==> config.mk <==
export PLATFORM = sky130hd
export DESIGN_NAME = fetch_unit_flat
export DESIGN_NICKNAME = d
export VERILOG_FILES = /design/src/rtl/core_pkg.sv /design/src/rtl/fetch_unit_if.sv /design/src/rtl/fetch_fifo.sv /design/src/rtl/fetch_unit.sv /design/src/flat_wrapper.sv
export SDC_FILE = /design/constraint.sdc
export NUM_CORES = 1
export LEC_CHECK = 0
export ABC_AREA = 1
export BUFFER_PORTS_ARGS = -buffer_cell sky130_fd_sc_hd__buf_2
export CORE_MARGIN = 4
export CORE_UTILIZATION = 30
export CTS_CLUSTER_DIAMETER = 120
export DETAILED_ROUTE_END_ITERATION = 8
export SLEW_MARGIN = 0
export SYNTH_ARGS = -nofsm -noshare
export SYNTH_HDL_FRONTEND = slang
export SYNTH_SLANG_ARGS = --single-unit
==> constraint.sdc <==
create_clock -name clk -period 1.53 [get_ports clk]
set_input_delay 0.0765 -clock clk [delete_from_list [all_inputs] [get_ports clk]]
set_output_delay 0.0765 -clock clk [all_outputs]
set_load 0.03 [all_outputs]
==> src/rtl/core_pkg.sv <==
// Shared core definitions: RV32/F opcodes used by decode and the control
// unit, the canonical NOP, fetch FSM states and the fetch buffer entry.
package core_pkg;

  localparam logic [6:0] OPC_RTYPE  = 7'b0110011;
  localparam logic [6:0] OPC_LOAD   = 7'b0000011;
  localparam logic [6:0] OPC_ITYPE  = 7'b0010011;
  localparam logic [6:0] OPC_JALR   = 7'b1100111;
  localparam logic [6:0] OPC_STORE  = 7'b0100011;
  localparam logic [6:0] OPC_BRANCH = 7'b1100011;
  localparam logic [6:0] OPC_AUIPC  = 7'b0010111;
  localparam logic [6:0] OPC_LUI    = 7'b0110111;
  localparam logic [6:0] OPC_JAL    = 7'b1101111;
  localparam logic [6:0] OPC_CSR    = 7'b1110011;
  localparam logic [6:0] OPC_FLW    = 7'b0000111;
  localparam logic [6:0] OPC_FSW    = 7'b0100111;
  localparam logic [6:0] OPC_FP     = 7'b1010011;

  // addi x0, x0, 0
  localparam logic [31:0] NOP_INSTR = 32'h0000_0013;

  typedef enum logic [1:0] {
    IDLE = 2'd0,
    REQ  = 2'd1,
    WAIT = 2'd2
  } fetch_state_e;

  typedef struct packed {
    logic [31:0] instr;
    logic [31:0] pc;
  } fetch_entry_t;

  // Clear the byte-offset bits so every fetch address is word aligned.
  function automatic logic [31:0] word_align(input logic [31:0] addr);
    return addr & 32'hFFFF_FFFC;
  endfunction

endpackage

==> src/rtl/fetch_unit_if.sv <==
// Fetch-stage bus bundle: instruction-memory port, redirect input from
// execute and the valid/ready port towards decode.
interface fetch_unit_if;
  logic        imem_req;
  logic [31:0] imem_addr;
  logic        imem_gnt;
  logic        imem_rvalid;
  logic [31:0] imem_rdata;
  logic        redirect_valid;
  logic [31:0] redirect_pc;
  logic        id_valid;
  logic        id_ready;
  logic [31:0] id_instr;
  logic [31:0] id_pc;
  logic [6:0]  id_opcode;

  modport master (
    output imem_req, imem_addr,
    input  imem_gnt, imem_rvalid, imem_rdata,
    input  redirect_valid, redirect_pc,
    output id_valid, id_instr, id_pc, id_opcode,
    input  id_ready
  );

  modport slave (
    input  imem_req, imem_addr,
    output imem_gnt, imem_rvalid, imem_rdata,
    output redirect_valid, redirect_pc,
    input  id_valid, id_instr, id_pc, id_opcode,
    output id_ready
  );
endinterface

==> src/rtl/fetch_fifo.sv <==
// Instruction buffer between fetch and decode: DEPTH entries of
// {instr, pc}, synchronous flush, simultaneous push/pop allowed even when
// full. Entries reset to a NOP at the reset PC so the head is defined.
module fetch_fifo
  import core_pkg::*;
#(
  parameter int unsigned DEPTH    = 2,
  parameter logic [31:0] RESET_PC = 32'h0000_0000
) (
  input  logic                     clk,
  input  logic                     rst_n,
  input  logic                     flush,
  input  logic                     push,
  input  logic                     pop,
  input  fetch_entry_t             din,
  output fetch_entry_t             dout,
  output logic [$clog2(DEPTH):0]   count,
  output logic                     full,
  output logic                     empty
);

  localparam int unsigned AW = $clog2(DEPTH);
  localparam int unsigned CW = AW + 1;

  fetch_entry_t    mem_r [DEPTH];
  logic [AW-1:0]   wr_ptr_r;
  logic [AW-1:0]   rd_ptr_r;
  logic [CW-1:0]   count_r;
  logic            do_push_s;
  logic            do_pop_s;

  assign full      = (count_r == CW'(DEPTH));
  assign empty     = (count_r == {CW{1'b0}});
  assign count     = count_r;
  assign dout      = mem_r[rd_ptr_r];
  assign do_pop_s  = pop & ~empty;
  assign do_push_s = push & (~full | do_pop_s);

  // Storage, pointers and occupancy; flush empties the buffer and wins over push/pop.
  always_ff @(posedge clk or negedge rst_n) begin
    if (!rst_n) begin
      wr_ptr_r <= {AW{1'b0}};
      rd_ptr_r <= {AW{1'b0}};
      count_r  <= {CW{1'b0}};
      for (int unsigned i = 0; i < DEPTH; i++) begin
        mem_r[i] <= '{instr: NOP_INSTR, pc: word_align(RESET_PC)};
      end
    end else if (flush) begin
      wr_ptr_r <= {AW{1'b0}};
      rd_ptr_r <= {AW{1'b0}};
      count_r  <= {CW{1'b0}};
    end else begin
      if (do_push_s) begin
        mem_r[wr_ptr_r] <= din;
        wr_ptr_r        <= wr_ptr_r + AW'(1'b1);
      end
      if (do_pop_s) begin
        rd_ptr_r <= rd_ptr_r + AW'(1'b1);
      end
      case ({do_push_s, do_pop_s})
        2'b10:   count_r <= count_r + CW'(1'b1);
        2'b01:   count_r <= count_r - CW'(1'b1);
        default: count_r <= count_r;
      endcase
    end
  end

endmodule

==> src/rtl/fetch_unit.sv <==
// Instruction fetch stage: owns the PC, issues one outstanding word read
// at a time to instruction memory, buffers returned words and hands them
// to decode. Redirects flush the buffer and squash any in-flight response.
module fetch_unit
  import core_pkg::*;
#(
  parameter logic [31:0] RESET_PC = 32'h0000_0000,
  parameter int unsigned DEPTH    = 2
) (
  input logic          clk,
  input logic          rst_n,
  fetch_unit_if.master bus
);

  localparam int unsigned CW = $clog2(DEPTH) + 1;

  fetch_state_e  state_r;
  logic [31:0]   pc_r;
  logic [31:0]   resp_pc_r;
  logic          drop_r;
  logic          req_r;

  logic [31:0]   redir_pc_s;
  logic          push_s;
  logic          pop_s;
  logic          full_s;
  logic          empty_s;
  logic          space_s;
  logic [CW-1:0] count_s;
  logic [CW-1:0] count_after_s;
  fetch_entry_t  push_entry_s;
  fetch_entry_t  head_s;

  assign redir_pc_s   = word_align(bus.redirect_pc);
  assign pop_s        = ~empty_s & bus.id_ready;
  // A response is kept only in WAIT, when not squashed and not flushed this cycle.
  assign push_s       = (state_r == WAIT) & bus.imem_rvalid & ~drop_r & ~bus.redirect_valid;
  assign push_entry_s = '{instr: bus.imem_rdata, pc: resp_pc_r};

  // Occupancy after this cycle's push/pop decides whether another request fits.
  always_comb begin
    count_after_s = count_s + CW'(push_s) - CW'(pop_s);
    if (count_after_s < CW'(DEPTH)) begin
      space_s = 1'b1;
    end else begin
      space_s = 1'b0;
    end
  end

  fetch_fifo #(
    .DEPTH    (DEPTH),
    .RESET_PC (RESET_PC)
  ) u_fifo (
    .clk   (clk),
    .rst_n (rst_n),
    .flush (bus.redirect_valid),
    .push  (push_s),
    .pop   (pop_s),
    .din   (push_entry_s),
    .dout  (head_s),
    .count (count_s),
    .full  (full_s),
    .empty (empty_s)
  );

  // Fetch FSM with PC, squash flag and registered request; redirect has top priority.
  always_ff @(posedge clk or negedge rst_n) begin
    if (!rst_n) begin
      state_r   <= IDLE;
      pc_r      <= word_align(RESET_PC);
      resp_pc_r <= word_align(RESET_PC);
      drop_r    <= 1'b0;
      req_r     <= 1'b0;
    end else begin
      case (state_r)
        IDLE: begin
          if (bus.redirect_valid) begin
            pc_r    <= redir_pc_s;
            state_r <= REQ;
            req_r   <= 1'b1;
          end else if (!full_s) begin
            state_r <= REQ;
            req_r   <= 1'b1;
          end else begin
            state_r <= IDLE;
            req_r   <= 1'b0;
          end
        end
        REQ: begin
          if (bus.redirect_valid) begin
            pc_r <= redir_pc_s;
            if (bus.imem_gnt) begin
              // The granted word belongs to the old path: squash it on return.
              drop_r  <= 1'b1;
              state_r <= WAIT;
              req_r   <= 1'b0;
            end else begin
              state_r <= REQ;
              req_r   <= 1'b1;
            end
          end else if (bus.imem_gnt) begin
            resp_pc_r <= pc_r;
            pc_r      <= pc_r + 32'd4;
            state_r   <= WAIT;
            req_r     <= 1'b0;
          end else begin
            state_r <= REQ;
            req_r   <= 1'b1;
          end
        end
        WAIT: begin
          if (bus.imem_rvalid) begin
            // Response consumed (or squashed) this cycle, nothing left in flight.
            drop_r <= 1'b0;
            if (bus.redirect_valid) begin
              pc_r    <= redir_pc_s;
              state_r <= REQ;
              req_r   <= 1'b1;
            end else if (space_s) begin
              state_r <= REQ;
              req_r   <= 1'b1;
            end else begin
              state_r <= IDLE;
              req_r   <= 1'b0;
            end
          end else if (bus.redirect_valid) begin
            pc_r    <= redir_pc_s;
            drop_r  <= 1'b1;
            state_r <= WAIT;
            req_r   <= 1'b0;
          end else begin
            state_r <= WAIT;
            req_r   <= 1'b0;
          end
        end
        default: begin
          state_r <= IDLE;
          req_r   <= 1'b0;
        end
      endcase
    end
  end

  assign bus.imem_req  = req_r;
  assign bus.imem_addr = pc_r;
  assign bus.id_valid  = ~empty_s;
  assign bus.id_instr  = head_s.instr;
  assign bus.id_pc     = head_s.pc;
  assign bus.id_opcode = head_s.instr[6:0];

endmodule

==> src/flat_wrapper.sv <==
// flat-port wrapper written by rule: the top's interface ports become plain ports
module fetch_unit_flat import core_pkg::*;
#(
  parameter logic [31:0] RESET_PC = 32'h0000_0000,
  parameter int unsigned DEPTH    = 2
)
  (clk, rst_n, bus_imem_req, bus_imem_addr, bus_imem_gnt, bus_imem_rvalid, bus_imem_rdata, bus_redirect_valid, bus_redirect_pc, bus_id_valid, bus_id_instr, bus_id_pc, bus_id_opcode, bus_id_ready);
  fetch_unit_if bus_i ();
  input logic clk;
  input logic rst_n;
  output wire logic [$bits(bus_i.imem_req)-1:0] bus_imem_req;
  output wire logic [$bits(bus_i.imem_addr)-1:0] bus_imem_addr;
  input wire logic [$bits(bus_i.imem_gnt)-1:0] bus_imem_gnt;
  input wire logic [$bits(bus_i.imem_rvalid)-1:0] bus_imem_rvalid;
  input wire logic [$bits(bus_i.imem_rdata)-1:0] bus_imem_rdata;
  input wire logic [$bits(bus_i.redirect_valid)-1:0] bus_redirect_valid;
  input wire logic [$bits(bus_i.redirect_pc)-1:0] bus_redirect_pc;
  output wire logic [$bits(bus_i.id_valid)-1:0] bus_id_valid;
  output wire logic [$bits(bus_i.id_instr)-1:0] bus_id_instr;
  output wire logic [$bits(bus_i.id_pc)-1:0] bus_id_pc;
  output wire logic [$bits(bus_i.id_opcode)-1:0] bus_id_opcode;
  input wire logic [$bits(bus_i.id_ready)-1:0] bus_id_ready;
  assign bus_imem_req = bus_i.imem_req;
  assign bus_imem_addr = bus_i.imem_addr;
  assign bus_i.imem_gnt = bus_imem_gnt;
  assign bus_i.imem_rvalid = bus_imem_rvalid;
  assign bus_i.imem_rdata = bus_imem_rdata;
  assign bus_i.redirect_valid = bus_redirect_valid;
  assign bus_i.redirect_pc = bus_redirect_pc;
  assign bus_id_valid = bus_i.id_valid;
  assign bus_id_instr = bus_i.id_instr;
  assign bus_id_pc = bus_i.id_pc;
  assign bus_id_opcode = bus_i.id_opcode;
  assign bus_i.id_ready = bus_id_ready;
  fetch_unit #(.RESET_PC(RESET_PC), .DEPTH(DEPTH)) u_core (.clk(clk), .rst_n(rst_n), .bus(bus_i));
endmodule
==> metrics <==
vias=between 9k and 10k; critical setup path kind=flop to output pin; count of placed standard cells including taps=between 1.5k and 2k; maximum clock skew at final layout=between 0.015 and 0.02 ns; post-synthesis cell count=approximately 1.2k; row cnt=between 60 and 70; final max-slew violation count=0; die outline area=about 34000 µm²; level count of the clock H-tree=4; Async SR Flop Fraction=1.000; Max Fclk=568.9 MHz; category of the worst setup path capture point=output pin; Final Setup Violations=~230; area of the mapped netlist=roughly 9400 µm²; number of clock sinks=191; Hold WS=-0.006251 ns; Buf/Inv on CP=3; clock root cell=clkbuf_16; placeable core area=30750 µm²; Syn Area/Cell=between 7 and 8 µm²; Max-cap violations=0; wire length reported by the detailed router=roughly 34 mm; CP required=1.45 ns; count of buffers inserted at the top-level ports=168; global-route wire length before repair=between 40 and 50 mm; most frequent cell on the critical path=buf_12; Post-synth EDFFs=0; reg2reg setup slack=-0.18 ns; average vias per placed instance=about 4.8; pin count of the biggest net entering global routing=73; clock tree from TritonCTS=done; gp weighted congestion=0.8836; Max stage delay cell, worst path=dfrtp_4; filler cell count in the final layout=2792; Critical Path Start Type=flop; failing checks=negative hold slack, negative setup slack; gr ovfl total=0; commonest non-fill, non-tap cell in the layout=nand2_1; signed area change from the synthesized netlist to the final layout=64.22%; global-route usage over all layers=0.1752; Reg clk slew, reported paths=~0.080 ns; fraction of final layout cells sized beyond drive strength 1=0.4145; Max clock buf depth=2; worst slack, placed=-0.07406 ns; number of nets in the finished design=1650; total iterations of the first detailed-routing run=5; later-pin clock latency in the skew report=0.44 ns; type of the worst min-delay path=primary input to flop; antenna violations before repair=0; maximum net fanout on the critical path=18; dpl hpwl=~19 mm; Chip Width=between 150 and 200 µm; sequential cell area fraction in the yosys report=0.5082; cell chain of the critical path=buf_12 > buf_12 > o21ai_2 > buf_6; crit share post-route=1.149; RSZ-0062 raised after global routing=true; largest stage delay on the critical path=~0.54 ns; number of primary I/O pins=approximately 180; worst endpoint data arrival time=approximately 1.7 ns; status=complete, but fails checks; number of hold-slack violations in the final timing report=1; Initial Utilization=0.3064; number of warnings issued by yosys=0; DIE HEIGHT=~190 µm; routed wirelength normalized by instance count=roughly 17 µm; vias in the first global route=slightly below 9k; total power per unit cell area=1841 nW/µm²; register bit count reported by yosys=about 190; remaining antenna violation count=0; count of cell types in the netlist=32; violation count after the first detailed-route iteration=578; DRC errors left=0; worst voltage drop across the vdd grid=1.110 mV; Leak Pwr=7.669 nW; antenna fix cells=0; worst setup slack after layout=-0.2277 ns; utilization of the core after routing=0.5031; number of standard cells in the layout, taps in and fillers out=approximately 2.0k; fin crit period=1.758 ns; number of buffers added by the clock tree synthesis step=17; highest-count cells in the layout ignoring fill and taps=nand2_1 (285), dfrtp_1 (174), inv_1 (112); top_reg_cell synth=dfrtp_1; CP top delay family=flip-flops
cells in the mapped netlist, types with 2 or more instances:
cell | n | share of area
nand3_1 | 47 | 0.025
a21oi_1 | 10 | 0.0053
o21ai_0 | 229 | 0.12
nor2_1 | 95 | 0.038
clkbuf_1 | 43 | 0.017
buf_2 | 7 | 0.0037
mux2_2 | 3 | 0.0036
dfstp_2 | 6 | 0.017
a31oi_1 | 2 | 0.0013
o21ai_1 | 13 | 0.0069
xor2_1 | 3 | 0.0028
nand2_1 | 435 | 0.17
nand3b_1 | 3 | 0.0024
nand4_1 | 3 | 0.0020
inv_1 | 116 | 0.046
buf_8 | 6 | 0.0096
o22ai_1 | 4 | 0.0027
buf_1 | 2 | 0.00080
dfrtp_1 | 185 | 0.49
buf_6 | 8 | 0.0096
nor2_2 | 2 | 0.0013
buf_4 | 11 | 0.0088
ha_1 | 2 | 0.0027
worst reg2reg max path: cells and delay by family (launching register included):
| kind | cells | cell delay (ns) |
|---|---|---|
| and+or+nand+nor | 7 | 0.65 |
| DFF | 1 | 0.42 |
| buffers and inverters | 4 | 0.56 |
logic make-up (layout without fill, tap and decap cells):
group / after synthesis / count (layout) / synth area share
xor gates and xnor gates: 3 / 3 / 0.002790
other: 1 / 4 / 0.0003981
DFF: 191 / 191 / 0.5082
adders and majority gates: 2 / 2 / 0.002656
AOI/OAI and AO/OA: 260 / 260 / 0.1395
muxes: 3 / 3 / 0.003586
and+or+nand+nor: 589 / 590 / 0.2464
buffers and inverters: 195 / 537 / 0.09656
stage by stage:
step	hold WS [ns]	instance area, µm²	power [W]	TNS [ns]
after floorplan	-0.2191	9519	0.01474	-0.07956
after global placement	-0.04596	11200	0.01878	-1.931
after detailed placement	-0.04062	11200	0.01897	-2.981
after CTS	0.01226	13790	0.02616	-22.65
after global routing	0.004673	15470	0.03006	-45.23
final	-0.006251	15470	0.02847	-25.50
layout make-up:
| type | instances | area, µm² | area share |
|---|---|---|---|
| multi-input combinational | 862 | 5026 | 0.3249 |
| tap | 396 | 495.5 | 0.03203 |
| clock inverter | 13 | 201.4 | 0.01302 |
| clock buffer | 18 | 429.2 | 0.02774 |
| timing repair buffer | 388 | 4065 | 0.2628 |
| sequential | 191 | 4803 | 0.3105 |
| inverter | 118 | 449.2 | 0.02904 |
worst paths after layout:
kind,cells past startpoint,to,from
max,4,bus_id_instr[1],u_core.u_fifo.rd_ptr_r$_DFFE_PN0P_
min,3,u_core.bus.imem_addr[4]$_DFFE_PN0P_,bus_redirect_pc[4]
max reg2reg,11,u_core.u_fifo.mem_r[30]$_DFFE_PN0P_,u_core.state_r[0]$_DFF_PN0_
min reg2reg,2,u_core.u_fifo.mem_r[32]$_DFFE_PN1P_,u_core.u_fifo.mem_r[32]$_DFFE_PN1P_
max in group asynchronous,3,u_core.u_fifo.mem_r[97]$_DFFE_PN1P_,rst_n
min in group asynchronous,2,u_core.bus.imem_addr[26]$_DFFE_PN0P_,rst_n
metal layers:
metal	up-vias	global-route usage	part of all wire
met2	283	0.2809	0.49
li1	4613	-	-
met4	0	0.04492	0.016
met5	-	0	0
met3	39	0.03123	0.046
met1	4615	0.2462	0.45
sequential cells by signal, summed over array words and instances, names as in the netlist:
signal and flops:
u_core.u_fifo.mem_r 124, u_core.u_fifo.wr_ptr_r 1, u_core.state_r 2, u_core.u_fifo.count 2
u_core.resp_pc_r 30, u_core.drop_r 1, u_core.u_fifo.rd_ptr_r 1, u_core.bus.imem_addr 30
power by group:
part	leakage [nW]	total [W]	switching, W	internal [W]
combinational	5.05	0.0154	0.00900	0.00643
sequential	2.31	0.00813	0.00138	0.00675
clock	0.307	0.00491	0.00213	0.00278
total	7.67	0.0285	0.0125	0.0160
what timing repair did:
action,4_1_cts,5_1_grt
setup endpoints to repair,171,258
gates cloned,14,26
gates resized for setup,280,363
buffers inserted,36,18
pin swaps,14,24
hold buffers,56,2
hold endpoints to repair,272,2
No activity file was read; power rests on OpenSTA's default activity.
